===== config.mk =====
export PLATFORM = sky130hd
export DESIGN_NAME = fp_add_arbiter_flat
export DESIGN_NICKNAME = d
export VERILOG_FILES = /design/src/rtl/fp_add_arbiter_if.sv /design/src/rtl/fp_add_arbiter.sv /design/src/flat_wrapper.sv
export SDC_FILE = /design/constraint.sdc
export NUM_CORES = 1
export LEC_CHECK = 0
export CAP_MARGIN = 5
export CORE_ASPECT_RATIO = 1.4
export CORE_MARGIN = 1.5
export CORE_UTILIZATION = 30
export DETAILED_ROUTE_END_ITERATION = 8
export PLACE_DENSITY = 0.77
export SLEW_MARGIN = 30
export SYNTH_ARGS = -nofsm -noshare
export SYNTH_HDL_FRONTEND = slang
export SYNTH_SLANG_ARGS = --single-unit

===== constraint.sdc =====
create_clock -name clk -period 1.3 [get_ports clk]
set_input_delay 0.195 -clock clk [delete_from_list [all_inputs] [get_ports clk]]
set_output_delay 0.195 -clock clk [all_outputs]
set_load 0.02 [all_outputs]

===== src/rtl/fp_add_arbiter_if.sv =====
// Bundle of the two request ports, two result ports and the shared adder port.
// Perf counter outputs exist only when FPADD_ARB_PERF_EN is defined.
interface fp_add_arbiter_if;
    // Handshake rule on every port: a transfer happens in a cycle where valid and
    // ready are both high. A requester holds its operands stable while valid waits.
    logic        r0_valid, r0_ready, r0_sub;
    logic [15:0] r0_a, r0_b;
    logic [1:0]  r0_rm;
    logic        r1_valid, r1_ready, r1_sub;
    logic [15:0] r1_a, r1_b;
    logic [1:0]  r1_rm;
    logic        o0_valid, o0_ready;
    logic [15:0] o0_s;
    logic        o1_valid, o1_ready;
    logic [15:0] o1_s;
    logic [15:0] fa_a, fa_b, fa_s;
    logic        fa_sub, fa_e, busy;
    logic [1:0]  fa_rm;
`ifdef FPADD_ARB_PERF_EN
    logic [15:0] perf_g0, perf_g1, perf_stall;

    modport slave (
        input  r0_valid, r0_a, r0_b, r0_sub, r0_rm, r1_valid, r1_a, r1_b, r1_sub, r1_rm,
        input  o0_ready, o1_ready, fa_s,
        output r0_ready, r1_ready, o0_valid, o0_s, o1_valid, o1_s,
        output fa_a, fa_b, fa_sub, fa_rm, fa_e, busy, perf_g0, perf_g1, perf_stall
    );
    modport master (
        output r0_valid, r0_a, r0_b, r0_sub, r0_rm, r1_valid, r1_a, r1_b, r1_sub, r1_rm,
        output o0_ready, o1_ready, fa_s,
        input  r0_ready, r1_ready, o0_valid, o0_s, o1_valid, o1_s,
        input  fa_a, fa_b, fa_sub, fa_rm, fa_e, busy, perf_g0, perf_g1, perf_stall
    );
`else
    modport slave (
        input  r0_valid, r0_a, r0_b, r0_sub, r0_rm, r1_valid, r1_a, r1_b, r1_sub, r1_rm,
        input  o0_ready, o1_ready, fa_s,
        output r0_ready, r1_ready, o0_valid, o0_s, o1_valid, o1_s,
        output fa_a, fa_b, fa_sub, fa_rm, fa_e, busy
    );
    modport master (
        output r0_valid, r0_a, r0_b, r0_sub, r0_rm, r1_valid, r1_a, r1_b, r1_sub, r1_rm,
        output o0_ready, o1_ready, fa_s,
        input  r0_ready, r1_ready, o0_valid, o0_s, o1_valid, o1_s,
        input  fa_a, fa_b, fa_sub, fa_rm, fa_e, busy
    );
`endif
endinterface


===== src/rtl/fp_add_arbiter.sv =====
// Round-robin sharing of one 2-stage enable-gated fp16 adder between two requesters.
// Optional perf counters (perf_g0/perf_g1/perf_stall) under FPADD_ARB_PERF_EN.
module fp_add_arbiter #(
    parameter bit RR_INIT = 1'b1
) (
    input  logic           clk,
    input  logic           clrn,
    fp_add_arbiter_if.slave bus
);
    logic        t1_v_q, t1_v_d, t1_id_q, t1_id_d;
    logic        t2_v_q, t2_v_d, t2_id_q, t2_id_d;
    logic        last_q, last_d;
    logic        o0_valid_q, o0_valid_d, o1_valid_q, o1_valid_d;
    logic [15:0] o0_s_q, o0_s_d, o1_s_q, o1_s_d;
    logic        gnt_v, gnt_id, stall, fa_e, issue, cap0, cap1;

    always_comb begin
        gnt_v  = bus.r0_valid | bus.r1_valid;
        // With a single requester its id wins; with both, the one not served last.
        gnt_id = (bus.r0_valid & bus.r1_valid) ? ~last_q : bus.r1_valid;
        stall  = t2_v_q & (t2_id_q ? (o1_valid_q & ~bus.o1_ready)
                                   : (o0_valid_q & ~bus.o0_ready));
        fa_e   = ~stall;
        issue  = fa_e & gnt_v;
        cap0   = fa_e & t2_v_q & ~t2_id_q;
        cap1   = fa_e & t2_v_q & t2_id_q;

        t1_v_d     = t1_v_q;
        t1_id_d    = t1_id_q;
        t2_v_d     = t2_v_q;
        t2_id_d    = t2_id_q;
        last_d     = last_q;
        o0_valid_d = o0_valid_q;
        o0_s_d     = o0_s_q;
        o1_valid_d = o1_valid_q;
        o1_s_d     = o1_s_q;

        if (fa_e) begin
            t1_v_d  = issue;
            t1_id_d = gnt_id;
            t2_v_d  = t1_v_q;
            t2_id_d = t1_id_q;
        end
        if (issue) last_d = gnt_id;

        // A capture wins over a drain so back-to-back results never leave a bubble.
        if (cap0) begin
            o0_valid_d = 1'b1;
            o0_s_d     = bus.fa_s;
        end else if (bus.o0_ready) begin
            o0_valid_d = 1'b0;
        end
        if (cap1) begin
            o1_valid_d = 1'b1;
            o1_s_d     = bus.fa_s;
        end else if (bus.o1_ready) begin
            o1_valid_d = 1'b0;
        end
    end

    always_ff @(posedge clk or posedge clrn) begin
        if (clrn) begin
            t1_v_q     <= 1'b0;
            t1_id_q    <= 1'b0;
            t2_v_q     <= 1'b0;
            t2_id_q    <= 1'b0;
            last_q     <= RR_INIT;
            o0_valid_q <= 1'b0;
            o0_s_q     <= 16'h0000;
            o1_valid_q <= 1'b0;
            o1_s_q     <= 16'h0000;
        end else begin
            t1_v_q     <= t1_v_d;
            t1_id_q    <= t1_id_d;
            t2_v_q     <= t2_v_d;
            t2_id_q    <= t2_id_d;
            last_q     <= last_d;
            o0_valid_q <= o0_valid_d;
            o0_s_q     <= o0_s_d;
            o1_valid_q <= o1_valid_d;
            o1_s_q     <= o1_s_d;
        end
    end

    always_comb begin
        bus.fa_a   = 16'h0000;
        bus.fa_b   = 16'h0000;
        bus.fa_sub = 1'b0;
        bus.fa_rm  = 2'b00;
        if (gnt_v) begin
            if (gnt_id) begin
                bus.fa_a   = bus.r1_a;
                bus.fa_b   = bus.r1_b;
                bus.fa_sub = bus.r1_sub;
                bus.fa_rm  = bus.r1_rm;
            end else begin
                bus.fa_a   = bus.r0_a;
                bus.fa_b   = bus.r0_b;
                bus.fa_sub = bus.r0_sub;
                bus.fa_rm  = bus.r0_rm;
            end
        end
    end

    assign bus.fa_e     = fa_e;
    assign bus.r0_ready = fa_e & gnt_v & ~gnt_id;
    assign bus.r1_ready = fa_e & gnt_v & gnt_id;
    assign bus.o0_valid = o0_valid_q;
    assign bus.o0_s     = o0_s_q;
    assign bus.o1_valid = o1_valid_q;
    assign bus.o1_s     = o1_s_q;
    assign bus.busy     = t1_v_q | t2_v_q | o0_valid_q | o1_valid_q;

`ifdef FPADD_ARB_PERF_EN
    logic [15:0] perf_g0_q, perf_g1_q, perf_stall_q;

    // Counters wrap naturally at 16 bits.
    always_ff @(posedge clk or posedge clrn) begin
        if (clrn) begin
            perf_g0_q    <= 16'h0000;
            perf_g1_q    <= 16'h0000;
            perf_stall_q <= 16'h0000;
        end else begin
            if (issue & ~gnt_id) perf_g0_q <= perf_g0_q + 16'd1;
            if (issue & gnt_id)  perf_g1_q <= perf_g1_q + 16'd1;
            if (stall)           perf_stall_q <= perf_stall_q + 16'd1;
        end
    end

    assign bus.perf_g0    = perf_g0_q;
    assign bus.perf_g1    = perf_g1_q;
    assign bus.perf_stall = perf_stall_q;
`endif
endmodule


===== src/flat_wrapper.sv =====
// flat-port wrapper written by rule: the top's interface ports become plain ports
module fp_add_arbiter_flat 
#(
    parameter bit RR_INIT = 1'b1
)
  (clk, clrn, bus_r0_valid, bus_r0_a, bus_r0_b, bus_r0_sub, bus_r0_rm, bus_r1_valid, bus_r1_a, bus_r1_b, bus_r1_sub, bus_r1_rm, bus_o0_ready, bus_o1_ready, bus_fa_s, bus_r0_ready, bus_r1_ready, bus_o0_valid, bus_o0_s, bus_o1_valid, bus_o1_s, bus_fa_a, bus_fa_b, bus_fa_sub, bus_fa_rm, bus_fa_e, bus_busy);
  fp_add_arbiter_if bus_i ();
  input  logic clk;
  input  logic clrn;
  input wire logic [$bits(bus_i.r0_valid)-1:0] bus_r0_valid;
  input wire logic [$bits(bus_i.r0_a)-1:0] bus_r0_a;
  input wire logic [$bits(bus_i.r0_b)-1:0] bus_r0_b;
  input wire logic [$bits(bus_i.r0_sub)-1:0] bus_r0_sub;
  input wire logic [$bits(bus_i.r0_rm)-1:0] bus_r0_rm;
  input wire logic [$bits(bus_i.r1_valid)-1:0] bus_r1_valid;
  input wire logic [$bits(bus_i.r1_a)-1:0] bus_r1_a;
  input wire logic [$bits(bus_i.r1_b)-1:0] bus_r1_b;
  input wire logic [$bits(bus_i.r1_sub)-1:0] bus_r1_sub;
  input wire logic [$bits(bus_i.r1_rm)-1:0] bus_r1_rm;
  input wire logic [$bits(bus_i.o0_ready)-1:0] bus_o0_ready;
  input wire logic [$bits(bus_i.o1_ready)-1:0] bus_o1_ready;
  input wire logic [$bits(bus_i.fa_s)-1:0] bus_fa_s;
  output wire logic [$bits(bus_i.r0_ready)-1:0] bus_r0_ready;
  output wire logic [$bits(bus_i.r1_ready)-1:0] bus_r1_ready;
  output wire logic [$bits(bus_i.o0_valid)-1:0] bus_o0_valid;
  output wire logic [$bits(bus_i.o0_s)-1:0] bus_o0_s;
  output wire logic [$bits(bus_i.o1_valid)-1:0] bus_o1_valid;
  output wire logic [$bits(bus_i.o1_s)-1:0] bus_o1_s;
  output wire logic [$bits(bus_i.fa_a)-1:0] bus_fa_a;
  output wire logic [$bits(bus_i.fa_b)-1:0] bus_fa_b;
  output wire logic [$bits(bus_i.fa_sub)-1:0] bus_fa_sub;
  output wire logic [$bits(bus_i.fa_rm)-1:0] bus_fa_rm;
  output wire logic [$bits(bus_i.fa_e)-1:0] bus_fa_e;
  output wire logic [$bits(bus_i.busy)-1:0] bus_busy;
  assign bus_i.r0_valid = bus_r0_valid;
  assign bus_i.r0_a = bus_r0_a;
  assign bus_i.r0_b = bus_r0_b;
  assign bus_i.r0_sub = bus_r0_sub;
  assign bus_i.r0_rm = bus_r0_rm;
  assign bus_i.r1_valid = bus_r1_valid;
  assign bus_i.r1_a = bus_r1_a;
  assign bus_i.r1_b = bus_r1_b;
  assign bus_i.r1_sub = bus_r1_sub;
  assign bus_i.r1_rm = bus_r1_rm;
  assign bus_i.o0_ready = bus_o0_ready;
  assign bus_i.o1_ready = bus_o1_ready;
  assign bus_i.fa_s = bus_fa_s;
  assign bus_r0_ready = bus_i.r0_ready;
  assign bus_r1_ready = bus_i.r1_ready;
  assign bus_o0_valid = bus_i.o0_valid;
  assign bus_o0_s = bus_i.o0_s;
  assign bus_o1_valid = bus_i.o1_valid;
  assign bus_o1_s = bus_i.o1_s;
  assign bus_fa_a = bus_i.fa_a;
  assign bus_fa_b = bus_i.fa_b;
  assign bus_fa_sub = bus_i.fa_sub;
  assign bus_fa_rm = bus_i.fa_rm;
  assign bus_fa_e = bus_i.fa_e;
  assign bus_busy = bus_i.busy;
  fp_add_arbiter #(.RR_INIT(RR_INIT)) u_core (.clk(clk), .clrn(clrn), .bus(bus_i));
endmodule

* Word level (Yosys, flattened, before mapping)
Cells that the tools add are included.
** Storage, ports and cells
- Flip-flop bits (word level) :: 39
- Output and inout bits :: 73
- Word-level logic and storage cells :: 45
** Cells by class
- Muxes and demuxes :: 14
- Bitwise logic cells :: 20
- Reduce and logical (&&, ||, !) cells :: 2
** Operator list (count)
- 16-bit two-way mux :: 4
- 1-bit AND :: 10
- 1-bit two-way mux :: 8
- 1-bit inverter :: 6
- 2-bit two-way mux :: 2
- 1-bit OR :: 4
- 2-bit nonzero test :: 2

* Longest topological paths before layout
- Word-level depth :: 8
- Mapped depth :: 5

* Least setup slack after synthesis
No wires, ideal clock.
- Path type :: reg-to-output
- Start :: register u_core.last_q
- End :: output bus_fa_b[12]
- Arrival :: 1311 ps
- Data required time :: 1105 ps
- Path slack :: -206 ps
- Cell stages (with the launch flop) :: 4
- Path buffers :: 1
- Cell sequence :: dfstp_2 > a21boi_2 > clkbuf_1 > o21ai_0
** Between the ends
- Cells in the longest elaborated chain, start to end :: 4
** RTL lines
- from (decl) :: RTL line fp_add_arbiter.sv:12 : logic last_q, last_d;
- from (signal assigned) :: RTL line fp_add_arbiter.sv:77 : last_q <= last_d;
- 1-bit inverter :: RTL line fp_add_arbiter.sv:20 : gnt_id = (bus.r0_valid & bus.r1_valid) ? ~last_q : bus.r1_valid;
- 1-bit two-way mux :: RTL line fp_add_arbiter.sv:20
- 16-bit two-way mux :: RTL line fp_add_arbiter.sv:91 : if (gnt_id) begin
- 16-bit two-way mux :: RTL line fp_add_arbiter.sv:90 : if (gnt_v) begin
- to (decl) :: RTL line flat_wrapper.sv:30 : output wire logic [$bits(bus_i.fa_b)-1:0] bus_fa_b;
No other way between the ends.

* Worst setup path after layout
- Start :: register u_core.last_q
- End :: output bus_fa_a[14]
** Between the ends
- Cells in the longest elaborated chain, start to end :: 4
** RTL lines
- 1-bit inverter :: RTL line fp_add_arbiter.sv:20
- 1-bit two-way mux :: RTL line fp_add_arbiter.sv:20
- 16-bit two-way mux :: RTL line fp_add_arbiter.sv:91
- 16-bit two-way mux :: RTL line fp_add_arbiter.sv:90
- to (decl) :: RTL line flat_wrapper.sv:29 : output wire logic [$bits(bus_i.fa_a)-1:0] bus_fa_a;
No other way between the ends.

==> results.tsv <==
metric	value	unit
Avg Cell Area, Syn	9.473	um2
Ports	165	
# diodes	0	
sw frac	37.48	%
largest net degree at the start of global routing	40	
failing checks	setup timing	
clock tree from TritonCTS	yes	
crit path cell chain	a21boi_4 -> buf_6 -> buf_16 -> o21ai_2 -> buf_6	
Critical Path Most Common Cell	buf_6	
vias in the first global route	2564	
WS Path Type	flip-flop to output pin	
initial antenna violation count	1	
Worst path max stage delay	0.56	ns
Leak Pwr	0.002234	uW
Die W	72.96	um
Highest Clock Rate	0.5581	GHz
Worst Path Arrival	1.60	ns
sequential area share after synthesis	47.53	%
metal3 WL	1027	um
fraction of layout cells with a size suffix above 1	43.57	%
total power draw	9054	uW
Iter 0 DRT Violations	48	
Yosys Warn Count	0	
Pint	5660	uW
Final HPWL DP	5493	um
Setup-failing EPs final	72	
synth unique cells	25	
# DRC	0	
Critical R2R Capture	u_core.t1_id_q	
Logic pwr share	64.5	%
clock network fraction of total power	11.0	%
crit path max-delay cell type	dfstp_2	
WL met2	4212	um
post-synthesis cell count	217	
Synth-to-Final Area Change	135.7	%
Hold Fails Final Rpt	0	
CTS Buf Count	5	
Mapped Area	2056	um2
first-pass detailed-route iteration total	6	
hold_buf cts	0	
Avg WL per Cell	16.57	um
WP data required	1.11	ns
Post-Syn Nets	309	
clk sink count	39	
Tmin final	1.792	ns
status	complete, but fails checks	
Worst R2R Start	u_core.last_q	
Layout Nets	511	
Sw Pwr	3393	uW
grt ovf	0	
#FFs+latches synth	39	
clk_skew	0.003002	ns
Vias	2440	
DR top layer	met5	
vias per inst	4.766	
Worst Hold Class	primary input to asynchronous set/reset pin	
worst-path fanout max	6	
FP Rows	35	
H-tree depth	2	
PnR worst setup slack	-0.4917	ns
worst rel slew slack	77.33	%
reg2reg path depth	6	
final antenna-violating net count	0	
VDD IR max	0.0008276	V
startpoint types	flip-flop	
Seq pwr share	24.6	%
gpl congestion	0.7977	
RSZ-0062 raised after global routing	yes	
Clk pin slew, worst setup/hold paths	0.07	ns
commonest non-fill, non-tap cell in the layout	clkdlybuf4s50_1	
hold slack	0.2465	ns
Die H	100.9	um
Worst Setup End Kind	output pin	
Worst-Margin Slew	0.3393	ns
die area	7365	um2
most frequent cells in the layout	89 x clkdlybuf4s50_1, 64 x nand2_1, 47 x buf_6	
first-pass GRT wire length	12770	um
period utilization	137.8	%
number of buffers added on ports	164	
Starting Density	31.09	%
fin. max-slew vios	0	
WL met1	3021	um
clock tree buffer depth	2	
Core ar.	6613	um2
total of max-cap violations	0	
Root Driver	clkbuf_8	
setup slack, reg-to-reg	-0.16	ns
routed wire length	8485	um
Global Route Usage Sum	22.64	%
PD cells	1869	nW/um2
Clk Latency, worst-skew pair	0.29	ns
[layer usage]
layer | GRT usage, % | vias up
met1 | 23.50 | 1126
met4 | 7.547 | 2
met3 | 9.800 | 20
li1 | - | 1137
met5 | 0 | -
met2 | 40.23 | 155
[stage by stage]
stage,setup TNS [ns],setup WS [ns],area [um2],utilization [%],instances
2_1_floorplan,-3.323,-0.07669,2097,-,217
3_3_place_gp,-41.66,-0.9117,3996,60.44,479
3_5_place_dp,-42.37,-0.9104,3996,60.44,479
4_1_cts,-21.51,-0.4866,4626,69.95,506
5_1_grt,-22.47,-0.5339,4845,73.26,512
6_report,-19.43,-0.4917,4845,73.26,512
[layout make-up]
| cell class | count | area [um2] |
|---|---|---|
| inverter | 2 | 7.507 |
| sequential | 39 | 980.9 |
| tap | 92 | 115.1 |
| fill | 453 | 1768 |
| clock buffer | 5 | 68.82 |
| timing repair buffer | 210 | 2253 |
| clock inverter | 3 | 43.79 |
| multi-input combinational | 161 | 1375 |
[worst max path at each step]
| stage | startpoint | end | slack (ns) | depth (start not counted) |
|---|---|---|---|---|
| floorplan | u_core.bus.o1_valid | u_core.bus.o1_s[0] | -0.08 | 5 |
| global placement | bus_r1_valid | bus_fa_b[7] | -0.91 | 6 |
| global route | u_core.last_q | bus_fa_a[14] | -0.53 | 5 |
| detailed placement | bus_r1_valid | bus_fa_b[7] | -0.91 | 6 |
| finish | u_core.last_q | bus_fa_a[14] | -0.49 | 5 |
| CTS | u_core.last_q | bus_fa_b[10] | -0.49 | 5 |
[what timing repair did]
action	4_1_cts	5_1_grt
gates cloned	7	2
setup buffers	12	8
pin swaps	18	12
gates resized for setup	328	43
setup endpoints to repair	105	73
[power by group through the flow]
stage                     Combinational, uW  Sequential, uW  Clock [uW]
after floorplan                        1790            2840           0
after global placement                 4640            2150           0
after detailed placement               4680            2200           0
after CTS                              5640            2190        1020
after global routing                   6180            2300        1060
final                                  5840            2230         992
[cells in the mapped netlist]
master	count	share of area (%)
nand2_1	75	14
buf_6	3	1.6
and3_1	1	0.30
a21boi_2	1	0.55
inv_1	2	0.37
mux2_4	10	7.3
mux2_2	12	6.6
o21ai_0	35	8.5
nand4bb_1	1	0.55
clkbuf_1	9	1.6
nand4b_1	1	0.43
a21o_1	1	0.37
mux2_1	10	5.5
nor2b_1	1	0.30
or4_1	1	0.37
buf_2	3	0.73
nand2b_4	1	0.67
a21oi_1	2	0.49
dfstp_2	1	1.3
a31oi_1	2	0.61
nor2_1	1	0.18
nor3_1	1	0.24
nand3_1	1	0.24
dfrtp_1	38	46
nand2b_1	4	1.2
[worst max-delay path, delay by kind of cell (launching register included)]
family / cells / cell delay, ns
compound gates: 2 / 0.28
buf+inv: 3 / 0.47
flops: 1 / 0.56
[logic make-up after synthesis]
kind of cell | after synthesis | synth area share (%)
AND/OR/NAND/NOR | 88 | 18.20
AO/OA/AOI/OAI | 41 | 10.53
flip-flops | 39 | 47.54
multiplexers | 32 | 19.35
buffers and inverters | 17 | 4.382
(Power assumes the default switching activity.)
==> edit: new RTL, same settings <==
`RR_INIT` is set to 1'b1 in 2 places; all go to 1'b0.
--- a/src/rtl/fp_add_arbiter.sv
+++ b/src/rtl/fp_add_arbiter.sv
@@ -2,5 +2,5 @@
 // Optional perf counters (perf_g0/perf_g1/perf_stall) under FPADD_ARB_PERF_EN.
 module fp_add_arbiter #(
-    parameter bit RR_INIT = 1'b1
+    parameter bit RR_INIT = 1'b0
 ) (
     input  logic           clk,
--- a/src/flat_wrapper.sv
+++ b/src/flat_wrapper.sv
@@ -2,5 +2,5 @@
 module fp_add_arbiter_flat 
 #(
-    parameter bit RR_INIT = 1'b1
+    parameter bit RR_INIT = 1'b0
 )
   (clk, clrn, bus_r0_valid, bus_r0_a, bus_r0_b, bus_r0_sub, bus_r0_rm, bus_r1_valid, bus_r1_a, bus_r1_b, bus_r1_sub, bus_r1_rm, bus_o0_ready, bus_o1_ready, bus_fa_s, bus_r0_ready, bus_r1_ready, bus_o0_valid, bus_o0_s, bus_o1_valid, bus_o1_s, bus_fa_a, bus_fa_b, bus_fa_sub, bus_fa_rm, bus_fa_e, bus_busy);
Formal check against the unedited RTL: not equivalent (a bounded check fails within 4 cycles, from zero or initial values).
==> edit against the unedited design <==
The flow still finishes with violations (setup timing); global-route usage fell by 0.63 points; power fell by 7.1%; die area barely moved; sequential cell count did not move; routed wire length fell by 2.5%; cell area fell by 9.2%; setup slack improved by 100 ps; area after synthesis barely moved; largest cell class unchanged; largest power group unchanged.
==> edit: results (changes against the unedited design) <==
Parameter                              Value

Detailed routing
  Via density    4.73 (was 4.77)
  Top metal layer carrying routed signals    met4 (was met5)
  Sum of met2 wire segment lengths after detailed routing    4260 um (was 4210 um)
  Sum of routed wire segments on met1    2980 um (was 3020 um)

Status
  Violations in the final reports    setup timing (unchanged)
  Run status    complete, but fails checks (unchanged)

Timing
  Endpoints failing setup    71 (was 72)
  Actual transition at the worst max-transition pin    262 ps (was 339 ps)
  Post-route worst setup slack    -391 ps (was -492 ps)

Logic synthesis
  Cell types with the highest counts after synthesis    sky130_fd_sc_hd__nand2_1, sky130_fd_sc_hd__dfrtp_1, sky130_fd_sc_hd__o21ai_0, sky130_fd_sc_hd__mux2_2 (unchanged)
  Top cells by area, synth    sky130_fd_sc_hd__dfrtp_1, sky130_fd_sc_hd__nand2_1, sky130_fd_sc_hd__o21ai_0, sky130_fd_sc_hd__mux2_4, sky130_fd_sc_hd__mux2_2 (unchanged)
  Share of Yosys cell area claimed by the top area cell type    0.475 (was 0.463)
  Proportion of synthesized chip area in sequential cells    0.475 (about the same)
  Unique masters post-synth    24 (was 25)
  Post-Synthesis Mean Instance Area    9.47 um^2 (about the same)

Placement
  HPWL after detailed placement    5620 um (was 5490 um)
  Total placed instance area    3930 um^2 (was 4000 um^2)
  Number of instances in the placed design    475 (was 479)

Pwr
  Largest vdd supply drop    0.827 mV (was 0.828 mV)
  Net switching component of the power    3250 uW (was 3390 uW)

Global routing
  Via count of the first global-routing pass    2454 (was 2564)
  Wire length of the first global-routing pass    12400 um (was 12800 um)
  GR Util All Layers    0.220 (was 0.226)

Critical path
  Reg-to-reg slack, setup    -190 ps (was -160 ps)
  Setup crit start    u_core.last_q$_DFFE_PP0P_ (was u_core.last_q$_DFFE_PP1P_)
  Crit path arrival time    1500 ps (was 1600 ps)
  Max Fanout on Critical Path    10 (was 6)
  Origin of the critical flop-to-flop path    u_core.t2_v_q$_DFFE_PP0N_ (was u_core.last_q$_DFFE_PP1P_)

Final layout
  Total Nets Final    504 (was 511)
  Finished Layout Cells    506 (was 512)
  Proportion of layout cells with a drive suffix above 1    0.358 (was 0.436)
edit: routing by layer:
layer	GRT usage	vias to the layer above
li1	-	1123
met1	0.240	1097
met5	0	-
met2	0.396	160
met4	0.0769	0
met3	0.0680	13
edit: power groups by stage:
stage,logic (uW),clock network (uW),registers (uW)
6_report,5400,787,2220
5_1_grt,5710,854,2270
4_1_cts,5140,815,2180
3_5_place_dp,4610,0,2180
3_3_place_gp,4560,0,2150
2_1_floorplan,1760,0,2830
edit: area by class of cell:
cell class	count	area, um^2
Tap cell	92	115
Clock buffer	6	72.6
Sequential cell	39	980
Fill cell	539	2210
Multi-Input combinational cell	161	1210
Clock inverter	2	12.5
Timing Repair Buffer	203	2000
Antenna cell	1	2.50
Inverter	2	10.0
edit: logic make-up (layout without fill, tap and decap cells):
family                 count (synthesis)  in the layout  synth area share
AOI/OAI and AO/OA                     41             41             0.105
buffers and inverters                 17            213            0.0438
DFF                                   39             39             0.475
muxes                                 32             32             0.194
other                                  0              1                 0
and+or+nand+nor                       88             88             0.182
edit: worst max path at each step:
stage / end / slack [ps] / depth (start not counted)
floorplan: u_core.bus.o1_s[0]$_DFFE_PP0P_ / -80 / 5
finish: bus_fa_b[2] / -390 / 6
global placement: bus_fa_a[9] / -840 / 6
global route: bus_fa_a[12] / -460 / 6
CTS: bus_fa_b[3] / -580 / 5
detailed placement: bus_r1_ready / -870 / 5
edit: per-stage QoR:
step	power, uW	setup TNS, ps
2_1_floorplan	4590	-2840
3_3_place_gp	6710	-40740
3_5_place_dp	6800	-41580
4_1_cts	8130	-21320
5_1_grt	8830	-22150
6_report	8410	-18570
edit: what timing repair did:
item                       4_1_cts  5_1_grt
cloned                           3        4
pin swaps                        5        6
resized for setup              268       72
hold buffers                     0        0
setup endpoints to repair      105       73
buffers inserted                10        7
edit: critical path: stages (launching register included):
cell and delay, ps:
sky130_fd_sc_hd__dfrtp_1 420, sky130_fd_sc_hd__a21boi_4 190, sky130_fd_sc_hd__buf_6 150, sky130_fd_sc_hd__buf_12 120, sky130_fd_sc_hd__buf_6 100, sky130_fd_sc_hd__o21ai_1 60, sky130_fd_sc_hd__buf_2 160
